## src/rtl/traffic_light_ctrl_param.sv

```systemverilog
// Two-road (NS/EW) intersection controller with all-red clearance, latched
// pedestrian WALK phase and a night flash mode. Moore outputs only.
module traffic_light_ctrl_param #(
  parameter int GREEN_CYCLES  = 3,
  parameter int YELLOW_CYCLES = 2,
  parameter int ALLRED_CYCLES = 1,
  parameter int WALK_CYCLES   = 4,
  parameter int FLASH_HALF    = 2,
  parameter int TIMER_W       = 8
) (
  input  logic       clk,
  input  logic       rst,
  input  logic       ped_req,
  input  logic       flash_en,
  output logic [2:0] ns_light,
  output logic [2:0] ew_light,
  output logic       walk,
  output logic       ped_pending,
  output logic [2:0] state_o
);

  typedef enum logic [2:0] {
    NS_GO   = 3'd0,
    NS_WARN = 3'd1,
    AR_A    = 3'd2,
    EW_GO   = 3'd3,
    EW_WARN = 3'd4,
    AR_B    = 3'd5,
    WALK    = 3'd6,
    FLASH   = 3'd7
  } state_t;

  localparam logic [2:0] LAMP_RED = 3'b100;
  localparam logic [2:0] LAMP_YEL = 3'b010;
  localparam logic [2:0] LAMP_GRN = 3'b001;
  localparam logic [2:0] LAMP_OFF = 3'b000;

  // Last timer value of each timed state; N-1 always fits since N <= 2**TIMER_W.
  localparam logic [TIMER_W-1:0] GREEN_LAST  = TIMER_W'(GREEN_CYCLES - 1);
  localparam logic [TIMER_W-1:0] YELLOW_LAST = TIMER_W'(YELLOW_CYCLES - 1);
  localparam logic [TIMER_W-1:0] ALLRED_LAST = TIMER_W'(ALLRED_CYCLES - 1);
  localparam logic [TIMER_W-1:0] WALK_LAST   = TIMER_W'(WALK_CYCLES - 1);
  localparam logic [TIMER_W-1:0] FLASH_LAST  = TIMER_W'(FLASH_HALF - 1);

  state_t             state, state_next;
  logic [TIMER_W-1:0] timer;
  logic               phase_last;
  logic               flash_on;
  logic               enter_walk;
  logic               enter_flash;

  always_comb begin
    phase_last = 1'b0;
    case (state)
      NS_GO, EW_GO:     phase_last = (timer == GREEN_LAST);
      NS_WARN, EW_WARN: phase_last = (timer == YELLOW_LAST);
      AR_A, AR_B:       phase_last = (timer == ALLRED_LAST);
      WALK:             phase_last = (timer == WALK_LAST);
      FLASH:            phase_last = (timer == FLASH_LAST);
      default:          phase_last = 1'b0;
    endcase
  end

  always_ff @(posedge clk) begin
    if (rst) state <= NS_GO;
    else     state <= state_next;
  end

  // Flash is only entered from an all-red exit, so lamps never jump from
  // green/yellow straight into flashing.
  always_comb begin
    state_next = state;
    case (state)
      NS_GO:   if (phase_last) state_next = NS_WARN;
      NS_WARN: if (phase_last) state_next = AR_A;
      AR_A:    if (phase_last) state_next = flash_en ? FLASH : EW_GO;
      EW_GO:   if (phase_last) state_next = EW_WARN;
      EW_WARN: if (phase_last) state_next = AR_B;
      AR_B: begin
        if (phase_last) begin
          if (flash_en)         state_next = FLASH;
          else if (ped_pending) state_next = WALK;
          else                  state_next = NS_GO;
        end
      end
      WALK:    if (phase_last) state_next = NS_GO;
      FLASH:   if (!flash_en)  state_next = AR_B;
      default: state_next = NS_GO;
    endcase
  end

  assign enter_walk  = (state_next == WALK)  && (state != WALK);
  assign enter_flash = (state_next == FLASH) && (state != FLASH);

  // In FLASH the timer wraps every half-period instead of running to an exit.
  always_ff @(posedge clk) begin
    if (rst)                              timer <= '0;
    else if (state_next != state)         timer <= '0;
    else if (state == FLASH && phase_last) timer <= '0;
    else                                  timer <= timer + 1'b1;
  end

  always_ff @(posedge clk) begin
    if (rst)                               flash_on <= 1'b1;
    else if (enter_flash)                  flash_on <= 1'b1;
    else if (state == FLASH && phase_last) flash_on <= ~flash_on;
  end

  // Clearing on WALK entry wins, so a request arriving on that edge is absorbed.
  always_ff @(posedge clk) begin
    if (rst)                           ped_pending <= 1'b0;
    else if (enter_walk)               ped_pending <= 1'b0;
    else if (ped_req && state != WALK) ped_pending <= 1'b1;
  end

  always_comb begin
    ns_light = LAMP_RED;
    ew_light = LAMP_RED;
    walk     = 1'b0;
    case (state)
      NS_GO:   ns_light = LAMP_GRN;
      NS_WARN: ns_light = LAMP_YEL;
      EW_GO:   ew_light = LAMP_GRN;
      EW_WARN: ew_light = LAMP_YEL;
      WALK:    walk     = 1'b1;
      FLASH: begin
        ns_light = flash_on ? LAMP_YEL : LAMP_OFF;
        ew_light = flash_on ? LAMP_RED : LAMP_OFF;
      end
      default: ;
    endcase
  end

  assign state_o = state;

endmodule

```

## config.mk

```make
export PLATFORM = sky130hd
export DESIGN_NAME = traffic_light_ctrl_param
export DESIGN_NICKNAME = d
export VERILOG_FILES = /design/src/rtl/traffic_light_ctrl_param.sv
export SDC_FILE = /design/constraint.sdc
export NUM_CORES = 1
export LEC_CHECK = 0
export CORE_MARGIN = 2
export CORE_UTILIZATION = 55
export DETAILED_ROUTE_END_ITERATION = 6
export GPL_TIMING_DRIVEN = 0
export MAX_ROUTING_LAYER = met4
export PLACE_DENSITY_LB_ADDON = 0.25
export SKIP_CTS_REPAIR_TIMING = 1
export SYNTH_ARGS = -nofsm -noshare
export SYNTH_HDL_FRONTEND = slang
export SYNTH_SLANG_ARGS = --single-unit
```

## constraint.sdc

```tcl
create_clock -name clk -period 4.5 [get_ports clk]
set_input_delay 0.9 -clock clk [delete_from_list [all_inputs] [get_ports clk]]
set_output_delay 0.9 -clock clk [all_outputs]
set_load 0.03 [all_outputs]
```

# Yosys cells after proc, flatten, opt, wreduce, memory -nomap -nowiden
# Index checks and enable logic that the tools add are counted.
# totals
regBits	13
out_inout_bits	11
# classes
addsub	1
eq_ne	15
n_mux	18
bitwise_logic	1
reduce_logical	12
# op_table
cell	count
$mux 3	12
$pmux 3 s8	1
$eq 3x3->1 const B	6
$pmux 3 s3	2
$eq 8x2->1 const B	2
$add 8x1->8 const B	1
$eq 8x1->1 const B	1
$logic_not 8->1	1
$reduce_or 2->1	4
$eq 3x2->1 const B	2
$ne 3x3->1 const B	2
$reduce_or 3->1	2
$logic_and 1x1->1	4
$pmux 1 s4	1
$eq 3x1->1 const B	1
$logic_not 3->1	1
$ne 3x3->1	1
$mux 2	1
$mux 1	1
$not 1->1	1

# Longest topological paths before layout
# logic_depth
depth_word	8
ltp_mapped	7
depth_no_buf	6

# Worst setup path after synthesis
# Ideal clock, no wire load.
# synth_path
path_kind	flip-flop to output port
startpoint	register state[0], in the netlist state_o[0]
endpoint	output port ew_light[2]
t_arrival_ps	1967
required_ps	3600
path_slack_ps	1633
stages_incl_launch_ff	7
n_path_buf	3
cell_sequence	dfxtp_1 -> buf_6 -> buf_2 -> buf_2 -> nor2b_1 -> and2_1 -> a31oi_1
# synth_via
elab_chain_len	2
# synth_rtl
element	line_no	text
start, declared	45	state_t state, state_next;
start signal, assigned	66	else state <= state_next;
$eq 3x3->1 or $eq 3x2->1 (tied branches)	120	case (state)
$pmux 3 s3 (*)	120	
end, declared	16	output logic [2:0] ew_light,
# Every way passes the cells marked *; elsewhere a longest branch is shown, timed or not.

# Worst setup path in the final report
# layout_path
startpoint	register state[2], in the netlist state_o[2]
endpoint	output port walk
# layout_via
elab_chain_len	2
# layout_rtl
element	line_no	text
$eq 3x3->1	120	
$mux 1	120	
end, declared	17	output logic walk,
# Every way passes these cells.

==> flow_summary.json <==
{
  "status": "complete, no violations",
  "detail_route.wl_per_cell_um": 14.28,
  "grt_pass1_vias": 991,
  "ys_ff_latch": 13,
  "timing.slew.headroom": 0.7031,
  "effective_utilization_at_floorplan": 0.5723,
  "floorplan.die_area_sq_mm": 0.002373,
  "detail_placement_hpwl_um": 1913,
  "cp-end-kind": "output port",
  "total_clock_buffers_created_by_cts": 3,
  "finalWirelength_um": 2571,
  "gr-total-overflow": 0,
  "synth.cell_area_sq_mm": 0.001100,
  "finish.instance_area_sq_mm": 0.001300,
  "detail_route.iter0.violations": 39,
  "report.final.hold_viol_count": 0,
  "grt_antenna_before_repair": 0,
  "timing.fmax_mhz": 290.4,
  "cts_htree_levels": 1,
  "clkLatencyLatePin_ps": 280,
  "synth_top_area_cell": "dfxtp_1",
  "ioPinCount": 15,
  "grt_pass1_wl_um": 4374,
  "synth-seq-area-share": 0.2366,
  "worstPathMaxFanout": 10,
  "root_buffer": "clkbuf_4",
  "synth.net_count": 141,
  "static-leakage-power_nw": 0.4825,
  "syn2layout_area_growth_pct": 18.20,
  "max_cap_viols": 0,
  "synth-edff-count": 0,
  "overall_fraction_of_global_route_tracks_in_use": 0.2315,
  "setup_tns_ps": 0,
  "cp_required_ps": 3600,
  "max-vdd-ir-drop_mv": 0.2592,
  "post_synth_main_area_contributors": "dfxtp_1 (24%), nor2_1 (5.5%), xnor2_1 (4.0%), xor2_1 (4.0%), nor4_2 (3.4%)",
  "synth_top_cell_area_share": 0.2366,
  "nFillCells": 173,
  "async_reset_ff_frac": 0,
  "criticalPathCategory": "reg2out",
  "cellPowerDensity_mw_per_mm2": 435.4,
  "critPathMaxStageDelay_ps": 670,
  "drt-vias-per-instance": 5.967,
  "tritoncts": "yes",
  "drc_errors": 0,
  "number_of_different_library_cells_in_the_post_synthesis_netlist": 52,
  "pin_count_of_the_biggest_net_entering_global_routing": 12,
  "clock_transition_time_at_the_flip_flop_clock_pins_of_the_worst_setup_and_hold_paths_ps": 80,
  "hold_path_class": "reg2reg",
  "max-clock-path-buffers": 2,
  "fin_total_pwr_mw": 0.5660,
  "layout_common_cells": "nor2_1 (16), clkdlybuf4s50_1 (14), dfxtp_1 (13)",
  "fp.dieW_um": 48.72,
  "final_layout_size_suffix_gt1_frac": 0.1373,
  "floorplan_core_area_sq_mm": 0.001922,
  "dpl_worst_slack_ps": 1413,
  "cts_num_sinks": 13,
  "finalWorstSetupSlack_ps": 1056,
  "syn-mean-instance-area_sq_um": 8.147,
  "route.vias.total": 1074,
  "leading_cell_type_in_the_layout_fill_and_taps_excluded": "nor2_1",
  "synthesis.yosys.warnings": 0,
  "critical_path.most_common_cell": "clkbuf_1",
  "ant_nets_after_route": 0,
  "finClkSkew_ps": 0.6671,
  "max_slew.worst_pin.slew_ps": 445.4,
  "die_height_um": 48.72,
  "cp_cell_sequence": "buf_4, clkbuf_1, clkbuf_1, nor2b_1, nand2_1, inv_1, clkdlybuf4s50_1",
  "design.final.nets": 160,
  "finalSetupViolations": 0,
  "gp_congestion": 0.9052,
  "critPathArrivalTime_ps": 2540,
  "final_min_period_over_clock_period": 0.7652,
  "final_util": 0.6764,
  "final.min_clock_period_ps": 3444,
  "synthesis.instances": 135,
  "port_buffers": 14,
  "critical_path.startpoint_type": "flop",
  "rows": 16,
  "drt-pass1-iter-count": 4,
  "area_of_placed_instances_sq_mm": 0.001274,
  "drv_slew": 0,
  "number_of_antenna_cells_inserted": 0,
  "grt_setup_unrepaired": "false",
  "critical_path.slowest_cell": "clkdlybuf4s50_1",
  "commonest_register_cell_after_synthesis": "dfxtp_1"
}
==> final timing paths <==
| check | start | to | slack [ps] | cells after the start |
|---|---|---|---|---|
| worst max-delay path | state_o[2] | walk | 1060 | 7 |
| worst min register to register | timer[7] | timer[7] | 540 | 2 |
| worst min-delay path | timer[7] | timer[7] | 540 | 2 |
| worst max register to register | timer[1] | flash_on | 2450 | 7 |
==> worst max-delay path, delay by kind of cell (launching register included) <==
family / cells / cell delay (ps)
buffers and inverters: 5 / 1640
DFF: 1 / 330
and+or+nand+nor: 2 / 290
==> per-layer routing <==
| layer | vias to the layer above | global-route usage | part of all wire |
|---|---|---|---|
| met5 | - | - | 0 |
| met2 | 39 | 0.3721 | 0.49 |
| met3 | 5 | 0.02469 | 0.060 |
| met4 | 0 | 0.07619 | 0.014 |
| li1 | 533 | - | - |
| met1 | 497 | 0.3050 | 0.43 |
==> registers in the layout (all words and copies together), names as in the netlist <==
signal and cells:
timer 8, state_o 3, flash_on 1, ped_pending 1
==> where the power goes <==
group | internal [mW] | switching, mW
clock | 0.0345 | 0.0414
combinational | 0.147 | 0.192
sequential | 0.130 | 0.0212
total | 0.311 | 0.255
==> through the flow <==
step           std cells  hold slack [ps]
3_5_place_dp         176            509.6
2_1_floorplan        135            479.8
5_1_grt              180            558.3
3_3_place_gp         176            497.6
6_report             180            542.3
4_1_cts              180            533.1
==> synthesized netlist by cell type (3+ instances only) <==
library cell	number
nand3_1	4
a21oi_1	7
nor4bb_1	3
and2_1	3
nor2_1	16
inv_1	7
buf_2	4
and3_1	3
dfxtp_1	13
nand2_1	8
o21ai_0	3
xor2_1	5
nor4_2	3
xnor2_1	5
==> layout make-up <==
| cell class | instances | area (sq um) | share of cell area |
|---|---|---|---|
| Multi-Input combinational cell | 105 | 755.7 | 0.5813 |
| Sequential cell | 13 | 260.3 | 0.2002 |
| Inverter | 7 | 26.28 | 0.02021 |
| Buffer | 10 | 57.56 | 0.04427 |
| Timing Repair Buffer | 14 | 140.1 | 0.1078 |
| Clock buffer | 4 | 26.28 | 0.02021 |
| Tap cell | 27 | 33.78 | 0.02599 |
==> cells by family after synthesis <==
logic type,count (synthesis),synth area share
buf+inv,17,0.07622
xor+xnor,10,0.07963
compound gates,32,0.2287
flops,13,0.2366
mux,1,0.009102
fa+ha+maj,2,0.02275
simple gates,60,0.3470
(Power assumes the default switching activity.)
